--- src/rtl/eq_split.sv ---
// eq_split: splits one incoming audio sample into a bass-channel sample
// (arithmetic >>4, 20 bits) and a high-channel sample (arithmetic >>1, 23 bits).
// It then starts both channels together and waits for them to complete.
//
// Ports:
//   clk          system clock, rising edge
//   reset        synchronous active-high reset
//   in_sample    24-bit signed input sample
//   RDYin        one-cycle strobe, in_sample valid
//   RDYctrlbass  level, bass channel result ready
//   RDYctrlhigh  level, high channel result ready
//   toBass       registered sample for the bass channel
//   toHigh       registered sample for the high channel
//   RDYbass      one-cycle start strobe to the bass channel
//   RDYhigh      one-cycle start strobe to the high channel
//   busy         FSM not idle
//   overrun      sticky, a sample was dropped
//   timeout      sticky, a channel did not complete within TIMEOUT cycles
module eq_split #(
    parameter int unsigned TIMEOUT = 255
) (
    input  logic        clk,
    input  logic        reset,
    input  logic [23:0] in_sample,
    input  logic        RDYin,
    input  logic        RDYctrlbass,
    input  logic        RDYctrlhigh,
    output logic [19:0] toBass,
    output logic [22:0] toHigh,
    output logic        RDYbass,
    output logic        RDYhigh,
    output logic        busy,
    output logic        overrun,
    output logic        timeout
);

    localparam logic [1:0] StIdle  = 2'd0;
    localparam logic [1:0] StIssue = 2'd1;
    localparam logic [1:0] StWait  = 2'd2;
    localparam logic [1:0] StDrain = 2'd3;

    localparam logic [7:0] TimeoutCnt = 8'(TIMEOUT);

    // Declaration values give defined power-up contents equal to the reset values.
    logic [1:0]  state_q    = StIdle;
    logic [19:0] bass_q     = '0;
    logic [22:0] high_q     = '0;
    logic [23:0] skid_q     = '0;
    logic        skid_vld_q = 1'b0;
    logic        done_b_q   = 1'b0;
    logic        done_h_q   = 1'b0;
    logic [7:0]  cnt_q      = '0;
    logic        overrun_q  = 1'b0;
    logic        timeout_q  = 1'b0;

    logic [1:0]  state_d;
    logic [19:0] bass_d;
    logic [22:0] high_d;
    logic [23:0] skid_d;
    logic        skid_vld_d;
    logic        done_b_d;
    logic        done_h_d;
    logic [7:0]  cnt_d;
    logic        overrun_d;
    logic        timeout_d;

    logic        done_b_nxt;
    logic        done_h_nxt;
    logic [7:0]  cnt_inc;

    assign done_b_nxt = done_b_q | RDYctrlbass;
    assign done_h_nxt = done_h_q | RDYctrlhigh;
    assign cnt_inc    = cnt_q + 8'd1;

    always_comb begin
        state_d    = state_q;
        bass_d     = bass_q;
        high_d     = high_q;
        skid_d     = skid_q;
        skid_vld_d = skid_vld_q;
        done_b_d   = done_b_q;
        done_h_d   = done_h_q;
        cnt_d      = cnt_q;
        overrun_d  = overrun_q;
        timeout_d  = timeout_q;

        // While busy, a new sample goes to the skid entry if free, else it is lost.
        if (state_q != StIdle && RDYin) begin
            if (!skid_vld_q) begin
                skid_d     = in_sample;
                skid_vld_d = 1'b1;
            end else begin
                overrun_d = 1'b1;
            end
        end

        unique case (state_q)
            StIdle: begin
                if (skid_vld_q) begin
                    // Sample parked on the DRAIN exit cycle; consume it now and
                    // let a simultaneous strobe take the freed entry.
                    bass_d     = skid_q[23:4];
                    high_d     = skid_q[23:1];
                    skid_d     = in_sample;
                    skid_vld_d = RDYin;
                    state_d    = StIssue;
                end else if (RDYin) begin
                    bass_d  = in_sample[23:4];
                    high_d  = in_sample[23:1];
                    state_d = StIssue;
                end
            end
            StIssue: begin
                cnt_d    = '0;
                done_b_d = 1'b0;
                done_h_d = 1'b0;
                state_d  = StWait;
            end
            StWait: begin
                if (done_b_nxt && done_h_nxt) begin
                    done_b_d = 1'b0;
                    done_h_d = 1'b0;
                    state_d  = StDrain;
                end else if (cnt_inc == TimeoutCnt) begin
                    timeout_d = 1'b1;
                    done_b_d  = 1'b0;
                    done_h_d  = 1'b0;
                    state_d   = StDrain;
                end else begin
                    cnt_d    = cnt_inc;
                    done_b_d = done_b_nxt;
                    done_h_d = done_h_nxt;
                end
            end
            StDrain: begin
                if (!RDYctrlbass && !RDYctrlhigh) begin
                    if (skid_vld_q) begin
                        bass_d     = skid_q[23:4];
                        high_d     = skid_q[23:1];
                        skid_vld_d = 1'b0;
                        state_d    = StIssue;
                    end else begin
                        state_d = StIdle;
                    end
                end
            end
            default: state_d = StIdle;
        endcase
    end

    always_ff @(posedge clk) begin
        if (reset) begin
            state_q    <= StIdle;
            bass_q     <= '0;
            high_q     <= '0;
            skid_q     <= '0;
            skid_vld_q <= 1'b0;
            done_b_q   <= 1'b0;
            done_h_q   <= 1'b0;
            cnt_q      <= '0;
            overrun_q  <= 1'b0;
            timeout_q  <= 1'b0;
        end else begin
            state_q    <= state_d;
            bass_q     <= bass_d;
            high_q     <= high_d;
            skid_q     <= skid_d;
            skid_vld_q <= skid_vld_d;
            done_b_q   <= done_b_d;
            done_h_q   <= done_h_d;
            cnt_q      <= cnt_d;
            overrun_q  <= overrun_d;
            timeout_q  <= timeout_d;
        end
    end

    assign toBass  = bass_q;
    assign toHigh  = high_q;
    assign RDYbass = (state_q == StIssue);
    assign RDYhigh = (state_q == StIssue);
    assign busy    = (state_q != StIdle);
    assign overrun = overrun_q;
    assign timeout = timeout_q;

endmodule

--- config.mk ---
export PLATFORM = sky130hd
export DESIGN_NAME = eq_split
export DESIGN_NICKNAME = d
export VERILOG_FILES = /design/src/rtl/eq_split.sv
export SDC_FILE = /design/constraint.sdc
export NUM_CORES = 1
export LEC_CHECK = 0
export BUFFER_PORTS_ARGS = -buffer_cell sky130_fd_sc_hd__clkbuf_2
export CORE_ASPECT_RATIO = 1.75
export CORE_UTILIZATION = 53
export DETAILED_ROUTE_END_ITERATION = 10
export GPL_ROUTABILITY_DRIVEN = 1
export PLACE_DENSITY = 0.8
export SLEW_MARGIN = 10
export SYNTH_ARGS = -nofsm -noshare
export SYNTH_HDL_FRONTEND = slang
export SYNTH_SLANG_ARGS = --single-unit
--- constraint.sdc ---
create_clock -name clk -period 2.36 [get_ports clk]
set_input_delay 0.59 -clock clk [delete_from_list [all_inputs] [get_ports clk]]
set_output_delay 0.59 -clock clk [all_outputs]
set_load 0.01 [all_outputs]
==> results of run 1 <==
## final timing paths
kind,start,endpoint,slack [ns],cells past startpoint
worst max-delay path,state_q[0],skid_q[22],0.21,6
worst min-delay path,skid_q[18],skid_q[18],0.45,2
worst max register to register,state_q[0],skid_q[22],0.21,6
worst min register to register,skid_q[18],skid_q[18],0.45,2
## routing by layer
| layer | track usage (%) | routed length (um) | up-vias |
|---|---|---|---|
| met5 | 0 | 0 | - |
| met4 | 14.3 | 246 | 0 |
| met3 | 6.64 | 301 | 23 |
| met2 | 40.9 | 3560 | 92 |
| met1 | 24.2 | 2570 | 1251 |
| li1 | - | - | 1353 |
## critical path, stage by stage, from the launching register on
cell and delay (ns):
dfxtp_1 0.35, inv_1 0.12, ha_1 0.32, nor3b_1 0.13, a21oi_2 0.80, nand2_1 0.16, a21oi_1 0.19
## sequential cells by signal, indices dropped and copies added (netlist names), 2 cells and up
| name | count |
|---|---|
| skid_q | 23 |
| toBass | 19 |
| cnt_q | 8 |
| toHigh | 4 |
| state_q | 2 |
## metrics by stage
stage	power (mW)	instance area [um2]	hold WS [ns]	cells	utilization (%)
2_1_floorplan	2.79	3000	0.428	362	-
3_3_place_gp	3.12	3290	0.434	476	61.6
3_5_place_dp	3.17	3290	0.440	476	61.6
4_1_cts	4.17	3510	0.449	492	65.6
5_1_grt	4.42	3510	0.469	492	65.6
6_report	4.15	3510	0.449	492	65.6
## power by group
group / switching, mW / internal (mW)
registers: 0.198 / 1.31
clock network: 0.416 / 0.588
logic: 0.975 / 0.660
total: 1.59 / 2.56
## cell families (layout without fill, tap and decap cells)
family / Yosys count / count (layout) / synth area share, %
DFF: 61 / 61 / 40.7
buffers and inverters: 52 / 108 / 9.93
AOI/OAI and AO/OA: 105 / 105 / 26.7
xor gates and xnor gates: 2 / 2 / 0.835
and+or+nand+nor: 134 / 134 / 18.6
muxes: 2 / 2 / 0.710
adders and majority gates: 6 / 6 / 2.50
## cells in the final DEF (no fill, tap or decap), types with 2 or more instances in the layout
cell,count
a211oi_1,4
a21bo_2,2
a21o_1,2
a21oi_1,30
a22oi_1,2
a311oi_1,7
a311oi_2,17
a31oi_1,5
buf_4,10
bufinv_16,2
clkbuf_2,75
clkbuf_8,9
clkinv_2,3
clkinvlp_4,2
dfxtp_1,61
ha_1,6
inv_1,5
nand2_1,80
nand2b_1,2
nand3_1,2
nor2_1,34
nor3_1,5
o21ai_0,27
## cell type report
| class | count | area [um2] |
|---|---|---|
| Clock inverter | 7 | 90.1 |
| Inverter | 6 | 22.5 |
| Clock buffer | 9 | 124 |
| Fill cell | 470 | 1840 |
| Timing Repair Buffer | 86 | 470 |
| Tap cell | 74 | 92.6 |
| Multi-Input combinational cell | 249 | 1490 |
| Sequential cell | 61 | 1220 |
==> flow_summary_export.csv, run 1 <==
group,metric,value,unit
synthesis,avgSynthCellArea,8.28,um2
clock_tree,cts_tree,"built",
synthesis,ys_top_cells_by_area,"dfxtp_1 (41%), nand2_1 (10%), a311oi_2 (8.5%)",
grt,grt_max_degree,47,
placed_design,post-place-ws,0.296,ns
grt,grt_pass1_wl,10700,um
clock_tree,numCtsBuffers,9,
synthesis,yosys-top-cells-count,"nand2_1 (80), dfxtp_1 (61), nor2_1 (35), a21oi_1 (31), o21ai_0 (27)",
synthesis,synth_area,0.00300,mm2
floorplan,die_y,101,um
critical_path,endpoint_kind,"flop",
outcome,status,"complete, no violations",
hold_path,hp-class,"flop to flop",
timing,setup_viol,0,
synthesis,syn_nets,397,
placed_design,routabilityCongestion,0.808,
synthesis,ys.flop_type,"dfxtp_1",
grt,grt-ovfl-total,0,
route,dr.first_iter.drc_count,109,
timing,worst_pin_slew,1.07,ns
clock_tree,clockBufferDepth,2,
route,wl_per_cell,13.6,um
synthesis,synth-async-reset-ratio,0,%
synthesis,yosys_warnings,0,
timing,slew_viol_final,0,
timing,final.setup_skew,0.00640,ns
floorplan,dieArea,0.00597,mm2
clock_tree,clock-sinks,61,
timing,relSlewSlack,28.8,%
clock_tree,cts_resized,0,
floorplan,initial_core_util,56.1,%
cells_and_area,drive_gt1_share,30.9,%
clock_tree,cts-htree-levels,3,
cells_and_area,syn_to_final_growth,16.9,%
critical_path,critical_path_class,"flop to flop",
job,drv_cap,0,
synthesis,synth_most_common_cell,"nand2_1",
floorplan,num_rows,35,
critical_path,path_max_fanout,23,
clock_tree,cts_root_buf,"clkbuf_8",
placed_design,port_buffers,75,
floorplan,die_x,58.9,um
route,viasPerCell,5.53,
grt,antenna_found_initial,0,
timing,rsz0062_at_grt,"no",
timing,setup_ws,0.206,ns
synthesis,yosys.area.top_type,"dfxtp_1",
pwr,p_leak,1.46,nW
floorplan,io_pins,77,
cells_and_area,n_antenna_cell,0,
pwr,powerDensity,1180,mW/mm2
clock_tree,ctsHoldBuffers,0,
route,drc_errors,0,
route,detail_route.wirelength,6680,um
clock_tree,clk_pin_slew,0.07,ns
grt,grt_use_total,23.5,%
floorplan,fp.coreArea,0.00534,mm2
synthesis,synthCells,362,
synthesis,yosysUniqueCellTypes,45,
synthesis,ys_seq_elements,61,
grt,grt_pass1_vias,2541,
route,vias,2719,
critical_path,crit_required,2.62,ns
timing,fin_tns_setup,0,ns
timing,post-route-min-period,2.15,ns
cells_and_area,fin_nets,448,
critical_path,crit_path_start_kind,"flop",
placed_design,hpwl,4680,um
pwr,peakVddDrop,0.000683,V
synthesis,yosys.area.top_type_share,40.7,%
timing,fmax,464,MHz
critical_path,worstPathArrival,2.42,ns
synthesis,yosysSeqAreaShare,40.7,%
clock_tree,clock_latency,0.34,ns
route,antenna_left,0,
timing,fin_crit_sh,91.3,%
timing,hold_violations,0,
synthesis,synth_edf_count,0,
route,drt_pass1_iterations,4,
clock_tree,post-cts-setup-buffer-count,0,
Note: power is estimated with default switching activity, not from simulation.
==> run 2, diff against run 1 <==
--- a/config.mk
+++ b/config.mk
@@ -11,6 +11,7 @@
 export DETAILED_ROUTE_END_ITERATION = 10
 export GPL_ROUTABILITY_DRIVEN = 1
 export PLACE_DENSITY = 0.8
+export REMOVE_ABC_BUFFERS = 1
 export SLEW_MARGIN = 10
 export SYNTH_ARGS = -nofsm -noshare
 export SYNTH_HDL_FRONTEND = slang
==> run 2 against run 1 <==
Clock-buffer cell count rose by 2. Maximum frequency grew 3.9%. Non-clock buffer count shrank 2. Global-route usage fell by 0.67 points. Core utilization fell by 1.2 points. Die area stayed put. Setup slack better by 0.081 ns. Critical path type unchanged. Design area fell by 1.8%. Hold slack worse by 0.00059 ns. Critical path depth is the same.
==> flow_summary_export.csv, run 2 (synthesized netlist as in run 1, its figures left out) <==
group,metric,value,unit
pwr,p_leak,1.42,nW
route,drc_errors,0,
cells_and_area,final_cell_mix,"nand2_1 (80), clkbuf_2 (75), dfxtp_1 (61), nor2_1 (35), a21oi_1 (30)",
critical_path,critical_path.reg2reg.startpoint,"state_q[0]",
critical_path,critical_path_class,"flop to flop",
clock_tree,clock-sinks,61,
cells_and_area,largest_register,"skid_q",
clock_tree,cts_resized,0,
hold_path,hold_start,"skid_q[20]",
route,detail_route.wirelength,6550,um
route,wl_per_cell,13.4,um
cells_and_area,n_antenna_cell,0,
cells_and_area,fin_nets,446,
grt,grt_max_degree,47,
timing,hold_violations,0,
route,antenna_left,0,
hold_path,hold_depth,2,
timing,hold_ws,0.449,ns
cells_and_area,design_area,0.00344,mm2
floorplan,initial_core_util,56.1,%
floorplan,fp.coreArea,0.00534,mm2
placed_design,post-place-ws,0.274,ns
timing,fmax,482,MHz
clock_tree,post-cts-setup-buffer-count,0,
cells_and_area,drive_gt1_share,29.8,%
route,vias,2670,
placed_design,dpl-instance-area,0.00327,mm2
floorplan,die_x,58.9,um
cells_and_area,final_util,64.4,%
timing,post-route-min-period,2.07,ns
timing,worst_pin_slew,1.06,ns
clock_tree,ctsHoldBuffers,0,
critical_path,r2r_slack,0.29,ns
route,drt_pass1_iterations,4,
timing,setup_viol,0,
grt,grt_pass1_wl,10600,um
clock_tree,cts-htree-levels,3,
route,dr.first_iter.drc_count,128,
floorplan,die_y,101,um
critical_path,r2r_cells,6,
clock_tree,clk_pin_slew,0.07,ns
critical_path,worstPathArrival,2.34,ns
timing,relSlewSlack,29.2,%
hold_path,hp-class,"flop to flop",
placed_design,routabilityCongestion,0.867,
pwr,powerDensity,1140,mW/mm2
critical_path,path_cells,"inv_1 -> ha_1 -> nor3b_1 -> a21oi_2 -> nand2_1 -> a21oi_1",
grt,grt-ovfl-total,0,
cells_and_area,fillers,474,
floorplan,dieArea,0.00597,mm2
grt,antenna_found_initial,0,
clock_tree,clock_latency,0.34,ns
placed_design,hpwl,4390,um
floorplan,io_pins,77,
timing,setup_ws,0.287,ns
grt,grt_pass1_vias,2401,
clock_tree,numCtsBuffers,9,
clock_tree,cts_tree,"built",
timing,rsz0062_at_grt,"no",
critical_path,reg2reg_to,"skid_q[4]",
clock_tree,cts_root_buf,"clkbuf_8",
floorplan,num_rows,35,
critical_path,path_max_fanout,23,
cells_and_area,largest_register_ffs,23,
critical_path,endpoint_kind,"flop",
critical_path,crit_path_start_kind,"flop",
clock_tree,clockBufferDepth,2,
outcome,status,"complete, no violations",
cells_and_area,syn_to_final_growth,14.9,%
critical_path,cpPeakStageDelay,0.79,ns
cells_and_area,mostFrequentLayoutCell,"nand2_1",
grt,grt_use_total,22.8,%
critical_path,crit_slowest_cell,"a21oi_2",
critical_path,crit_required,2.62,ns
hold_path,holdPathEnd,"skid_q[20]",
route,viasPerCell,5.45,
timing,slew_viol_final,0,
job,drv_cap,0,
placed_design,port_buffers,75,
pwr,total_power,3.92,mW
timing,final.setup_skew,0.00984,ns
pwr,peakVddDrop,0.000690,V
timing,fin_crit_sh,87.8,%
## run 2: cell count changes in the layout (fill, tap and decap cells not counted), moves of 2 or more
cell	previous run	this run
buf_4	10	8
clkbuf_1	0	2
clkinv_2	3	1
bufinv_16	2	0
clkinv_4	0	2
## run 2: power breakdown
group	total [mW]	internal [mW]	switching [mW]	leakage, nW
sequential	1.50	1.31	0.186	0.500
clock	0.799	0.383	0.417	0.0795
combinational	1.62	0.647	0.975	0.839
total	3.92	2.34	1.58	1.42
## run 2: stage by stage
step | setup TNS [ns] | cells
after floorplan | -2.15 | 316
after global placement | 0 | 474
after detailed placement | 0 | 474
after CTS | 0 | 490
after global routing | 0 | 490
final | 0 | 490
## run 2: area by class of cell
| type | count | area, um2 | area share (%) |
|---|---|---|---|
| Multi-Input combinational cell | 249 | 1480 | 43.1 |
| Timing Repair Buffer | 84 | 455 | 13.2 |
| Clock inverter | 5 | 37.5 | 1.09 |
| Clock buffer | 11 | 131 | 3.82 |
| Tap cell | 74 | 92.6 | 2.69 |
| Inverter | 6 | 22.5 | 0.654 |
| Sequential cell | 61 | 1220 | 35.5 |
## run 2: how the worst max path moves through the flow
stage            endpoint  startpoint  depth (start not counted)  slack, ns
6_report        skid_q[4]  state_q[0]                          6       0.29
5_1_grt         skid_q[7]  state_q[0]                          6        0.1
4_1_cts         skid_q[2]  state_q[0]                          6       0.25
3_5_place_dp    skid_q[2]  state_q[0]                          6       0.27
3_3_place_gp    skid_q[3]       RDYin                          5       0.35
2_1_floorplan  toBass[10]  skid_vld_q                          4      -0.11
## run 2: critical path: cells and delay by family (launching register included)
| family | cells | cell delay, ns |
|---|---|---|
| compound gates | 2 | 0.96 |
| flops | 1 | 0.35 |
| fa+ha+maj | 1 | 0.31 |
| simple gates | 2 | 0.27 |
| buf+inv | 1 | 0.11 |
## run 2: layer usage
| metal | vias to the layer above | wire length (um) | GRT usage (%) |
|---|---|---|---|
| met1 | 1244 | 2620 | 23.9 |
| met3 | 13 | 265 | 3.70 |
| met5 | - | 0 | 0 |
| met4 | 0 | 134 | 11.2 |
| met2 | 73 | 3520 | 42.5 |
| li1 | 1340 | - | - |
